`config.mk`:
```
export PLATFORM = sky130hd
export DESIGN_NAME = axis_frame_len_filter_flat
export DESIGN_NICKNAME = d
export VERILOG_FILES = /design/src/rtl/axis_frame_pkg.sv /design/src/rtl/axis_if.sv /design/src/rtl/axis_skid_buffer.sv /design/src/rtl/axis_frame_len_filter.sv /design/src/flat_wrapper.sv
export SDC_FILE = /design/constraint.sdc
export NUM_CORES = 1
export LEC_CHECK = 0
export BUFFER_PORTS_ARGS = -buffer_cell sky130_fd_sc_hd__buf_2
export CELL_PAD_IN_SITES_DETAIL_PLACEMENT = 0
export CELL_PAD_IN_SITES_GLOBAL_PLACEMENT = 1
export CORE_MARGIN = 4
export CORE_UTILIZATION = 39
export DETAILED_ROUTE_END_ITERATION = 16
export PLACE_DENSITY_LB_ADDON = 0.25
export SYNTH_ARGS = -nofsm -noshare
export SYNTH_HDL_FRONTEND = slang
export SYNTH_SLANG_ARGS = --single-unit
```
`constraint.sdc`:
```
create_clock -name clk -period 2.21 [get_ports clk]
set_input_delay 0.442 -clock clk [delete_from_list [all_inputs] [get_ports clk]]
set_output_delay 0.442 -clock clk [all_outputs]
set_load 0.005 [all_outputs]
```
`src/rtl/axis_frame_pkg.sv`:
```
// Shared definitions for the receive-path frame length filter and its stream helpers.
package axis_frame_pkg;

  typedef enum logic [0:0] {
    PASS = 1'b0,
    DROP = 1'b1
  } filt_state_t;

  // tuser bit consumed by the frame FIFO wrapper as its bad-frame input
  localparam int FLAG_BAD_BIT    = 0;
  localparam int AXIS_ID_WIDTH   = 8;
  localparam int AXIS_DEST_WIDTH = 8;

  function automatic logic [31:0] sat_inc32(input logic [31:0] value);
    if (value == 32'hFFFF_FFFF) begin
      sat_inc32 = value;
    end else begin
      sat_inc32 = value + 32'd1;
    end
  endfunction

endpackage

```
`src/rtl/axis_if.sv`:
```
// AXI-Stream interface bundle with master/slave modports.
interface AXIS_IF #(
  parameter int DATA_WIDTH = 8,
  parameter int USER_WIDTH = 1
);
  localparam int KEEP_WIDTH = (DATA_WIDTH + 7) / 8;

  logic                                      tvalid;
  logic                                      tready;
  logic [DATA_WIDTH-1:0]                     tdata;
  logic [KEEP_WIDTH-1:0]                     tkeep;
  logic                                      tlast;
  logic [axis_frame_pkg::AXIS_ID_WIDTH-1:0]   tid;
  logic [axis_frame_pkg::AXIS_DEST_WIDTH-1:0] tdest;
  logic [USER_WIDTH-1:0]                     tuser;

  modport master (output tvalid, tdata, tkeep, tlast, tid, tdest, tuser, input tready);
  modport slave  (input tvalid, tdata, tkeep, tlast, tid, tdest, tuser, output tready);
endinterface

```
`src/rtl/axis_skid_buffer.sv`:
```
// Two-entry register slice: registered ready upstream, registered valid/data downstream.
module axis_skid_buffer #(
  parameter int WIDTH = 8
) (
  input  logic             clk,
  input  logic             reset,
  input  logic             in_valid,
  output logic             in_ready,
  input  logic [WIDTH-1:0] in_data,
  output logic             out_valid,
  input  logic             out_ready,
  output logic [WIDTH-1:0] out_data
);

  logic             main_valid_r;
  logic [WIDTH-1:0] main_data_r;
  logic             skid_valid_r;
  logic [WIDTH-1:0] skid_data_r;
  logic             push_s;

  // Ready only reflects skid occupancy, so it never sees out_ready combinationally.
  assign in_ready  = ~skid_valid_r & ~reset;
  assign push_s    = in_valid & in_ready;
  assign out_valid = main_valid_r;
  assign out_data  = main_data_r;

  // Main register refills from the skid entry first, otherwise straight from the input.
  always_ff @(posedge clk or posedge reset) begin
    if (reset) begin
      main_valid_r <= 1'b0;
      main_data_r  <= {WIDTH{1'b0}};
      skid_valid_r <= 1'b0;
      skid_data_r  <= {WIDTH{1'b0}};
    end else if (!main_valid_r || out_ready) begin
      if (skid_valid_r) begin
        main_valid_r <= 1'b1;
        main_data_r  <= skid_data_r;
        skid_valid_r <= 1'b0;
      end else begin
        main_valid_r <= push_s;
        if (push_s) begin
          main_data_r <= in_data;
        end
      end
    end else if (push_s) begin
      skid_valid_r <= 1'b1;
      skid_data_r  <= in_data;
    end
  end

endmodule

```
`src/rtl/axis_frame_len_filter.sv`:
```
// Flags runt/oversize frames on tuser[0] and truncates oversize frames at MAX_LEN beats.
// Optional statistics counters: define AXIS_FRAME_LEN_FILTER_STATS_EN.
module axis_frame_len_filter
  import axis_frame_pkg::*;
#(
  parameter int DATA_WIDTH = 8,
  parameter int USER_WIDTH = 1,
  parameter int MIN_LEN    = 64,
  parameter int MAX_LEN    = 1518
) (
  input  logic        clk,
  input  logic        reset,
  AXIS_IF.slave       in_axis_if,
  AXIS_IF.master      out_axis_if,
  output logic        status_runt,
  output logic        status_oversize,
  output logic        status_good
`ifdef AXIS_FRAME_LEN_FILTER_STATS_EN
  ,
  output logic [31:0] stat_frames,
  output logic [31:0] stat_bad
`endif
);

  localparam int LEN_WIDTH  = $clog2(MAX_LEN + 1);
  localparam int KEEP_WIDTH = (DATA_WIDTH + 7) / 8;
  localparam int WORD_WIDTH = DATA_WIDTH + KEEP_WIDTH + 1 + AXIS_ID_WIDTH + AXIS_DEST_WIDTH + USER_WIDTH;

  filt_state_t           state_r;
  filt_state_t           state_s;
  logic [LEN_WIDTH-1:0]  cnt_r;
  logic [LEN_WIDTH-1:0]  cnt_s;
  logic [LEN_WIDTH-1:0]  cnt_inc_s;
  logic                  in_ready_s;
  logic                  skid_ready_s;
  logic                  accept_s;
  logic                  fwd_valid_s;
  logic                  fwd_last_s;
  logic                  flag_s;
  logic                  runt_s;
  logic                  over_s;
  logic                  good_s;
  logic [USER_WIDTH-1:0] fwd_user_s;
  logic [WORD_WIDTH-1:0] fwd_word_s;
  logic [WORD_WIDTH-1:0] out_word_s;

  // DROP swallows the tail of a truncated frame regardless of downstream backpressure.
  assign in_ready_s        = (state_r == DROP) ? 1'b1 : skid_ready_s;
  assign in_axis_if.tready = in_ready_s;
  assign accept_s          = in_axis_if.tvalid & in_ready_s;
  assign cnt_inc_s         = cnt_r + LEN_WIDTH'(1);

  // Frame length decision for the beat accepted this cycle.
  always_comb begin
    state_s     = state_r;
    cnt_s       = cnt_r;
    fwd_valid_s = 1'b0;
    fwd_last_s  = in_axis_if.tlast;
    flag_s      = 1'b0;
    runt_s      = 1'b0;
    over_s      = 1'b0;
    good_s      = 1'b0;
    case (state_r)
      PASS: begin
        if (accept_s) begin
          fwd_valid_s = 1'b1;
          if (in_axis_if.tlast) begin
            cnt_s = {LEN_WIDTH{1'b0}};
            if (cnt_inc_s < LEN_WIDTH'(MIN_LEN)) begin
              flag_s = 1'b1;
              runt_s = 1'b1;
            end else begin
              good_s = 1'b1;
            end
          end else if (cnt_inc_s == LEN_WIDTH'(MAX_LEN)) begin
            fwd_last_s = 1'b1;
            flag_s     = 1'b1;
            over_s     = 1'b1;
            cnt_s      = {LEN_WIDTH{1'b0}};
            state_s    = DROP;
          end else begin
            cnt_s = cnt_inc_s;
          end
        end else begin
          cnt_s = cnt_r;
        end
      end
      DROP: begin
        if (accept_s && in_axis_if.tlast) begin
          state_s = PASS;
        end else begin
          state_s = DROP;
        end
      end
      default: begin
        state_s = PASS;
        cnt_s   = {LEN_WIDTH{1'b0}};
      end
    endcase
  end

  // Merge the local bad flag into the incoming user bits.
  always_comb begin
    fwd_user_s               = in_axis_if.tuser;
    fwd_user_s[FLAG_BAD_BIT] = in_axis_if.tuser[FLAG_BAD_BIT] | flag_s;
  end

  assign fwd_word_s = {in_axis_if.tdata, in_axis_if.tkeep, fwd_last_s,
                       in_axis_if.tid, in_axis_if.tdest, fwd_user_s};

  axis_skid_buffer #(
    .WIDTH(WORD_WIDTH)
  ) u_skid (
    .clk      (clk),
    .reset    (reset),
    .in_valid (fwd_valid_s),
    .in_ready (skid_ready_s),
    .in_data  (fwd_word_s),
    .out_valid(out_axis_if.tvalid),
    .out_ready(out_axis_if.tready),
    .out_data (out_word_s)
  );

  assign {out_axis_if.tdata, out_axis_if.tkeep, out_axis_if.tlast,
          out_axis_if.tid, out_axis_if.tdest, out_axis_if.tuser} = out_word_s;

  // Filter state, beat counter and registered status pulses.
  always_ff @(posedge clk or posedge reset) begin
    if (reset) begin
      state_r         <= PASS;
      cnt_r           <= {LEN_WIDTH{1'b0}};
      status_runt     <= 1'b0;
      status_oversize <= 1'b0;
      status_good     <= 1'b0;
    end else begin
      state_r         <= state_s;
      cnt_r           <= cnt_s;
      status_runt     <= runt_s;
      status_oversize <= over_s;
      status_good     <= good_s;
    end
  end

`ifdef AXIS_FRAME_LEN_FILTER_STATS_EN
  // Saturating frame and bad-frame counters.
  always_ff @(posedge clk or posedge reset) begin
    if (reset) begin
      stat_frames <= 32'd0;
      stat_bad    <= 32'd0;
    end else begin
      if (runt_s || over_s || good_s) begin
        stat_frames <= sat_inc32(stat_frames);
      end
      if (runt_s || over_s) begin
        stat_bad <= sat_inc32(stat_bad);
      end
    end
  end
`endif

endmodule
```
`src/flat_wrapper.sv`:
```
// flat-port wrapper written by rule: the top's interface ports become plain ports
module axis_frame_len_filter_flat import axis_frame_pkg::*;
#(
  parameter int DATA_WIDTH = 8,
  parameter int USER_WIDTH = 1,
  parameter int MIN_LEN    = 64,
  parameter int MAX_LEN    = 1518
)
  (clk, reset, status_runt, status_oversize, status_good, in_axis_if_tvalid, in_axis_if_tdata, in_axis_if_tkeep, in_axis_if_tlast, in_axis_if_tid, in_axis_if_tdest, in_axis_if_tuser, in_axis_if_tready, out_axis_if_tvalid, out_axis_if_tdata, out_axis_if_tkeep, out_axis_if_tlast, out_axis_if_tid, out_axis_if_tdest, out_axis_if_tuser, out_axis_if_tready);
  AXIS_IF #(.DATA_WIDTH(DATA_WIDTH), .USER_WIDTH(USER_WIDTH)) in_axis_if_i ();
  AXIS_IF #(.DATA_WIDTH(DATA_WIDTH), .USER_WIDTH(USER_WIDTH)) out_axis_if_i ();
  input  logic clk;
  input  logic reset;
  output logic status_runt;
  output logic status_oversize;
  output logic status_good;
  input wire logic [$bits(in_axis_if_i.tvalid)-1:0] in_axis_if_tvalid;
  input wire logic [$bits(in_axis_if_i.tdata)-1:0] in_axis_if_tdata;
  input wire logic [$bits(in_axis_if_i.tkeep)-1:0] in_axis_if_tkeep;
  input wire logic [$bits(in_axis_if_i.tlast)-1:0] in_axis_if_tlast;
  input wire logic [$bits(in_axis_if_i.tid)-1:0] in_axis_if_tid;
  input wire logic [$bits(in_axis_if_i.tdest)-1:0] in_axis_if_tdest;
  input wire logic [$bits(in_axis_if_i.tuser)-1:0] in_axis_if_tuser;
  output wire logic [$bits(in_axis_if_i.tready)-1:0] in_axis_if_tready;
  output wire logic [$bits(out_axis_if_i.tvalid)-1:0] out_axis_if_tvalid;
  output wire logic [$bits(out_axis_if_i.tdata)-1:0] out_axis_if_tdata;
  output wire logic [$bits(out_axis_if_i.tkeep)-1:0] out_axis_if_tkeep;
  output wire logic [$bits(out_axis_if_i.tlast)-1:0] out_axis_if_tlast;
  output wire logic [$bits(out_axis_if_i.tid)-1:0] out_axis_if_tid;
  output wire logic [$bits(out_axis_if_i.tdest)-1:0] out_axis_if_tdest;
  output wire logic [$bits(out_axis_if_i.tuser)-1:0] out_axis_if_tuser;
  input wire logic [$bits(out_axis_if_i.tready)-1:0] out_axis_if_tready;
  assign in_axis_if_i.tvalid = in_axis_if_tvalid;
  assign in_axis_if_i.tdata = in_axis_if_tdata;
  assign in_axis_if_i.tkeep = in_axis_if_tkeep;
  assign in_axis_if_i.tlast = in_axis_if_tlast;
  assign in_axis_if_i.tid = in_axis_if_tid;
  assign in_axis_if_i.tdest = in_axis_if_tdest;
  assign in_axis_if_i.tuser = in_axis_if_tuser;
  assign in_axis_if_tready = in_axis_if_i.tready;
  assign out_axis_if_tvalid = out_axis_if_i.tvalid;
  assign out_axis_if_tdata = out_axis_if_i.tdata;
  assign out_axis_if_tkeep = out_axis_if_i.tkeep;
  assign out_axis_if_tlast = out_axis_if_i.tlast;
  assign out_axis_if_tid = out_axis_if_i.tid;
  assign out_axis_if_tdest = out_axis_if_i.tdest;
  assign out_axis_if_tuser = out_axis_if_i.tuser;
  assign out_axis_if_i.tready = out_axis_if_tready;
  axis_frame_len_filter #(.DATA_WIDTH(DATA_WIDTH), .USER_WIDTH(USER_WIDTH), .MIN_LEN(MIN_LEN), .MAX_LEN(MAX_LEN)) u_core (.clk(clk), .reset(reset), .in_axis_if(in_axis_if_i), .out_axis_if(out_axis_if_i), .status_runt(status_runt), .status_oversize(status_oversize), .status_good(status_good));
endmodule
```
== Word-level counts from Yosys, hierarchy flattened ==
Index checks and enable logic that the tools add are counted.
Word-level totals
  flip-flop bits (word level): 71
  bits of input ports: 31
  output and inout bits: 32
  word-level logic and storage cells: 58
Cells by class
  add/sub/neg operators: 1
  $lt $le $gt $ge: 1
  equal/unequal tests: 1
  muxes and demuxes: 30
  bitwise logic cells: 8
  reduce and logical (&&, ||, !) cells: 8
Operators with widths (number)
  27-bit two-way mux: 2
  1-bit two-way mux: 25
  11-bit two-way mux: 2
  11-bit by 1-bit adder with 11-bit output, second input constant: 1
  11-bit equality test, second input constant: 1
  11-bit by 7-bit less-than comparator with 1-bit output, second input constant: 1
  2-bit AND reduction: 3
  1-bit inverter: 4
  2-bit nonzero test: 2
  1-bit bitwise AND: 3
  1-bit case mux with 2 select lines: 1
  1-bit logical AND: 1
  1-bit zero test: 1
  1-bit logical OR: 1
  1-bit bitwise OR: 1

== Longest topological paths before layout ==
  word-level depth: 9
  gate-level depth with buffers: 9
  gate-level depth less buffers: 7

== Modules after synthesis ==
A second synthesis with hierarchy kept.
Second synthesis, totals
  cells, all modules: 280
  area total of the unflattened synthesis: 3681.0 um^2
By module, submodules not included
  axis_skid_buffer: times used 1, cells each 154, area an instance 2611.3 um^2, sequential area each 1401.3 um^2
  axis_frame_len_filter: times used 1, cells each 126, area an instance 1069.8 um^2, sequential area each 375.4 um^2

== Worst setup path before layout ==
No wires, ideal clock.
  path type: reg2reg
  start: register u_core.cnt_r[0]
  end: register u_core.cnt_r[5]
  library setup time: 126 ps
  data arrival time: 2017 ps
  slack: 67 ps
  cell stages (with the launch flop): 10
  period minus slack after synthesis: 2143 ps
  path through: dfrtp_1 > ha_1 > clkbuf_1 > nand2_1 > o31ai_1 > a32oi_1 > nor4_2 > buf_4 > nor2_2 > a221o_1
On the way
  word-level cells in the longest chain between the ends: 4
Ends and longest elaborated chain
  start: declaration: RTL line axis_frame_len_filter.sv:31  | logic [LEN_WIDTH-1:0] cnt_r;
  start signal: assignment: RTL line axis_frame_len_filter.sv:131  | cnt_r <= {LEN_WIDTH{1'b0}};
  start signal: assignment: RTL line axis_frame_len_filter.sv:137  | cnt_r <= cnt_s;
  11-bit by 1-bit adder with 11-bit output *: RTL line axis_frame_len_filter.sv:51  | assign cnt_inc_s = cnt_r + LEN_WIDTH'(1);
  11-bit equality test: RTL line axis_frame_len_filter.sv:75  | end else if (cnt_inc_s == LEN_WIDTH'(MAX_LEN)) begin
  11-bit two-way mux *: RTL line axis_frame_len_filter.sv:75
  11-bit two-way mux *: RTL line axis_frame_len_filter.sv:67  | if (in_axis_if.tlast) begin
Every way passes the cells marked *; elsewhere a longest branch is shown, timed or not.
A chain may end at the register's enable or synchronous reset.

== Worst setup path in the final report ==
  start: register u_core.cnt_r[5]
  end: register u_core.cnt_r[5]
The elaborated chain is that of the path after synthesis.

==> key figures <==
CTS
  • Clock Path Buffers: 2
  • Clk_lat worst skew: 0.34 ns
  • # Post-CTS Setup Buffers: 0
  • Reg clk slew, reported paths: 0.08 ns
  • CTS Buf Count: 9
  • CTS Sinks: 71
  • Htree depth: 3
  • Post-CTS Hold Fix Bufs: 0
  • TritonCTS clock tree: yes
  • Cells resized by post-CTS repair: 0
  • Root buffer selected by CTS: clkbuf_8

Yosys
  • Cell taking the most area after synthesis: dfrtp_1
  • Synthesized flop and latch total: 71
  • Top FF cell, synth: dfrtp_1
  • Distinct cells, synth: 55
  • Post-synth EDFFs: 0
  • Cell area after synthesis: 3430 um2
  • Asr flop ratio synth: 100%
  • Top post-synthesis cells by area: dfrtp_1, mux2_2, mux2i_1
  • Syn Inst Count: 319
  • Mapped Avg Cell Area: 10.8 um2
  • Seq/Total Area, Yosys: 51.8%
  • Warnings, synthesis: 0
  • Post-synth top area share: 51.8%
  • Post-Syn Nets: 352

Timing
  • Worst-Margin Slew: 0.584 ns
  • Period utilization: 94.7%
  • Final setup fails: 0
  • PnR worst setup slack: 0.118 ns
  • Hold Fails Final Rpt: 0
  • Max Fclk: 478 MHz
  • Relative slew slack: 60.9%
  • Min cycle time layout: 2.09 ns
  • Slew Limit Fails: 0
  • Unrepaired setup endpoints after global routing: yes
  • Worst Skew: 0.00688 ns

Critical path
  • CP max stage delay: 0.45 ns
  • Crit path max-delay family: simple AND/OR/NAND/NOR gates
  • CP required: 2.43 ns
  • CP Capture Type: register
  • CP Max Fanout: 12
  • Critical Path Start Type: register
  • Arr. time, crit path: 2.32 ns
  • Critical-path cell list: and4_2, a311oi_2, nor3_1, nor4_2, buf_4, nor2_2, a221o_1
  • CP bufs+invs: 1
  • CP Class: register to register
  • Slowest CP cell: dfrtp_1

Run status
  • Status: finished, final reports clean

Global route
  • GRT overflow: 0
  • Global-route wire length before repair: 12800 um
  • Vias in the first global route: 2659
  • Initial antenna violation count: 0
  • Largest net degree at the start of global routing: 41
  • Total GRT Usage: 15.7%

Cells and area
  • Nets: 420
  • Layout cells sized above 1: 35.5%
  • Area grow syn2layout: 20.9%
  • N_diodes: 0

Power
  • NetSw: 0.00101 W
  • PwrDens: 840 nW/um2
  • Sw Ratio: 28.9%
  • Max rail drop VDD: 0.521 mV
  • Design Power: 0.00348 W
  • Leakage: 1.86 nW
  • Logic pwr share: 19.8%
  • Cell Int Power: 0.00248 W
  • Clk pwr share: 30.1%
  • Part of the power in registers: 50.0%

Drt
  • Drt drc: 0
  • Routed len/inst: 15.2 um
  • First drt pass iteration count: 4
  • Via density per instance: 5.25
  • Aggregate routed wire length: 7540 um
  • First DRT Iteration DRCs: 81
  • Vias: 2609
  • Antenna Nets Post-Route: 0

Min path
  • Hold WC Path Type: input port to asynchronous set/reset pin

Die
  • Initial Util: 40.9%
  • Die W: 102 um
  • Core region area: 8380 um2
  • Ports: 63
  • Die Height: 102 um
  • # rows: 33
  • Die area: 10400 um2

Place
  • I/O Buffers: 62
  • DP Wirelength: 5330 um
  • Pre-CTS WS: 0.0513 ns
  • Routability Congestion: 0.884

Flow run
  • Max Cap Viol: 0
[path summary, 6_finish.rpt]
path,endpoint,slack [ns],start,cells past startpoint
worst max-delay path,u_core.cnt_r[5],0.12,u_core.cnt_r[5],7
worst max register to register,u_core.cnt_r[5],0.12,u_core.cnt_r[5],7
worst min register to register,u_core.u_skid.out_data[4],0.47,u_core.u_skid.out_data[4],2
min in group clk,u_core.state_r,0.30,in_axis_if_tvalid,2
max in group asynchronous,u_core.u_skid.out_data[10],1.51,reset,3
worst min-delay path,u_core.state_r,0.15,reset,2
[through the flow]
step                hold WS (ns)  instance area [um2]  TNS (ns)  utilization (%)  cells
floorplan                  0.473                 3440         0                -    319
global placement           0.457                 3930         0             46.9    481
detailed placement         0.467                 3930         0             46.9    481
CTS                        0.143                 4130         0             49.3    497
global route               0.159                 4150   -0.0280             49.5    497
finish                     0.148                 4150         0             49.5    497
[final cells by class]
class	instances	area, um2
fillers	815	4230
flip-flops and latches	71	1780
multi-input cells	217	1540
repair buffers	81	465
well taps	105	131
clock buffers	9	124
clock inverters	7	78.8
inverters	7	30.0
[Yosys cell counts (3+ instances only)]
library cell	number
dfrtp_1	71
nand2_1	40
o21ai_0	29
mux2_2	26
mux2i_1	25
clkbuf_1	15
nor2_1	10
nor3_1	9
inv_1	7
nor4_1	6
a21oi_1	5
nand3_1	5
a211o_1	4
and3_1	4
and2_1	3
buf_2	3
nand2b_1	3
nand4_1	3
nor2b_1	3
nor3b_1	3
[cells in the final DEF, fill, tap and decap left out, types with 3 or more instances in the layout]
cell / count
nor2b_1: 3
nand4_1: 3
clkinvlp_4: 4
nor3b_1: 3
nor2_1: 10
buf_2: 62
a21oi_1: 5
clkbuf_8: 9
nand3_1: 5
o21ai_0: 29
nand2_1: 40
nor3_1: 8
and2_1: 3
mux2i_1: 25
inv_1: 6
buf_4: 18
mux2_2: 26
a211o_1: 4
and3_1: 4
nor4_1: 5
dfrtp_1: 70
[logic make-up after synthesis]
logic type	share of synthesized area (%)
xor gates and xnor gates	0.766
DFF	51.8
AOI/OAI and AO/OA	11.5
buffers and inverters	4.19
adders and majority gates	0.729
and+or+nand+nor	15.2
muxes	15.8
[power groups by stage]
stage / registers, W / clock network (W) / logic, W
finish: 0.00174 / 0.00105 / 0.000690
global route: 0.00178 / 0.00115 / 0.000788
CTS: 0.00174 / 0.00109 / 0.000705
detailed placement: 0.00177 / 0 / 0.000706
global placement: 0.00176 / 0 / 0.000684
floorplan: 0.00175 / 0 / 0.000411
[registers in the layout, indices dropped and copies added (netlist names)]
signal / flops
u_core.status_runt: 1
u_core.u_skid.skid_data_r: 27
u_core.status_oversize: 1
u_core.status_good: 1
u_core.state_r: 1
u_core.u_skid.out_valid: 1
u_core.u_skid.out_data: 27
u_core.cnt_r: 11
u_core.u_skid.skid_valid_r: 1
[layer usage]
metal	GRT usage, %	wire length, um	vias to the layer above
li1	-	-	1276
met2	24.5	3530	62
met4	4.54	85	0
met5	0	0	-
met1	21.2	3510	1263
met3	4.98	421	8
No activity file was read; power rests on OpenSTA's default activity.
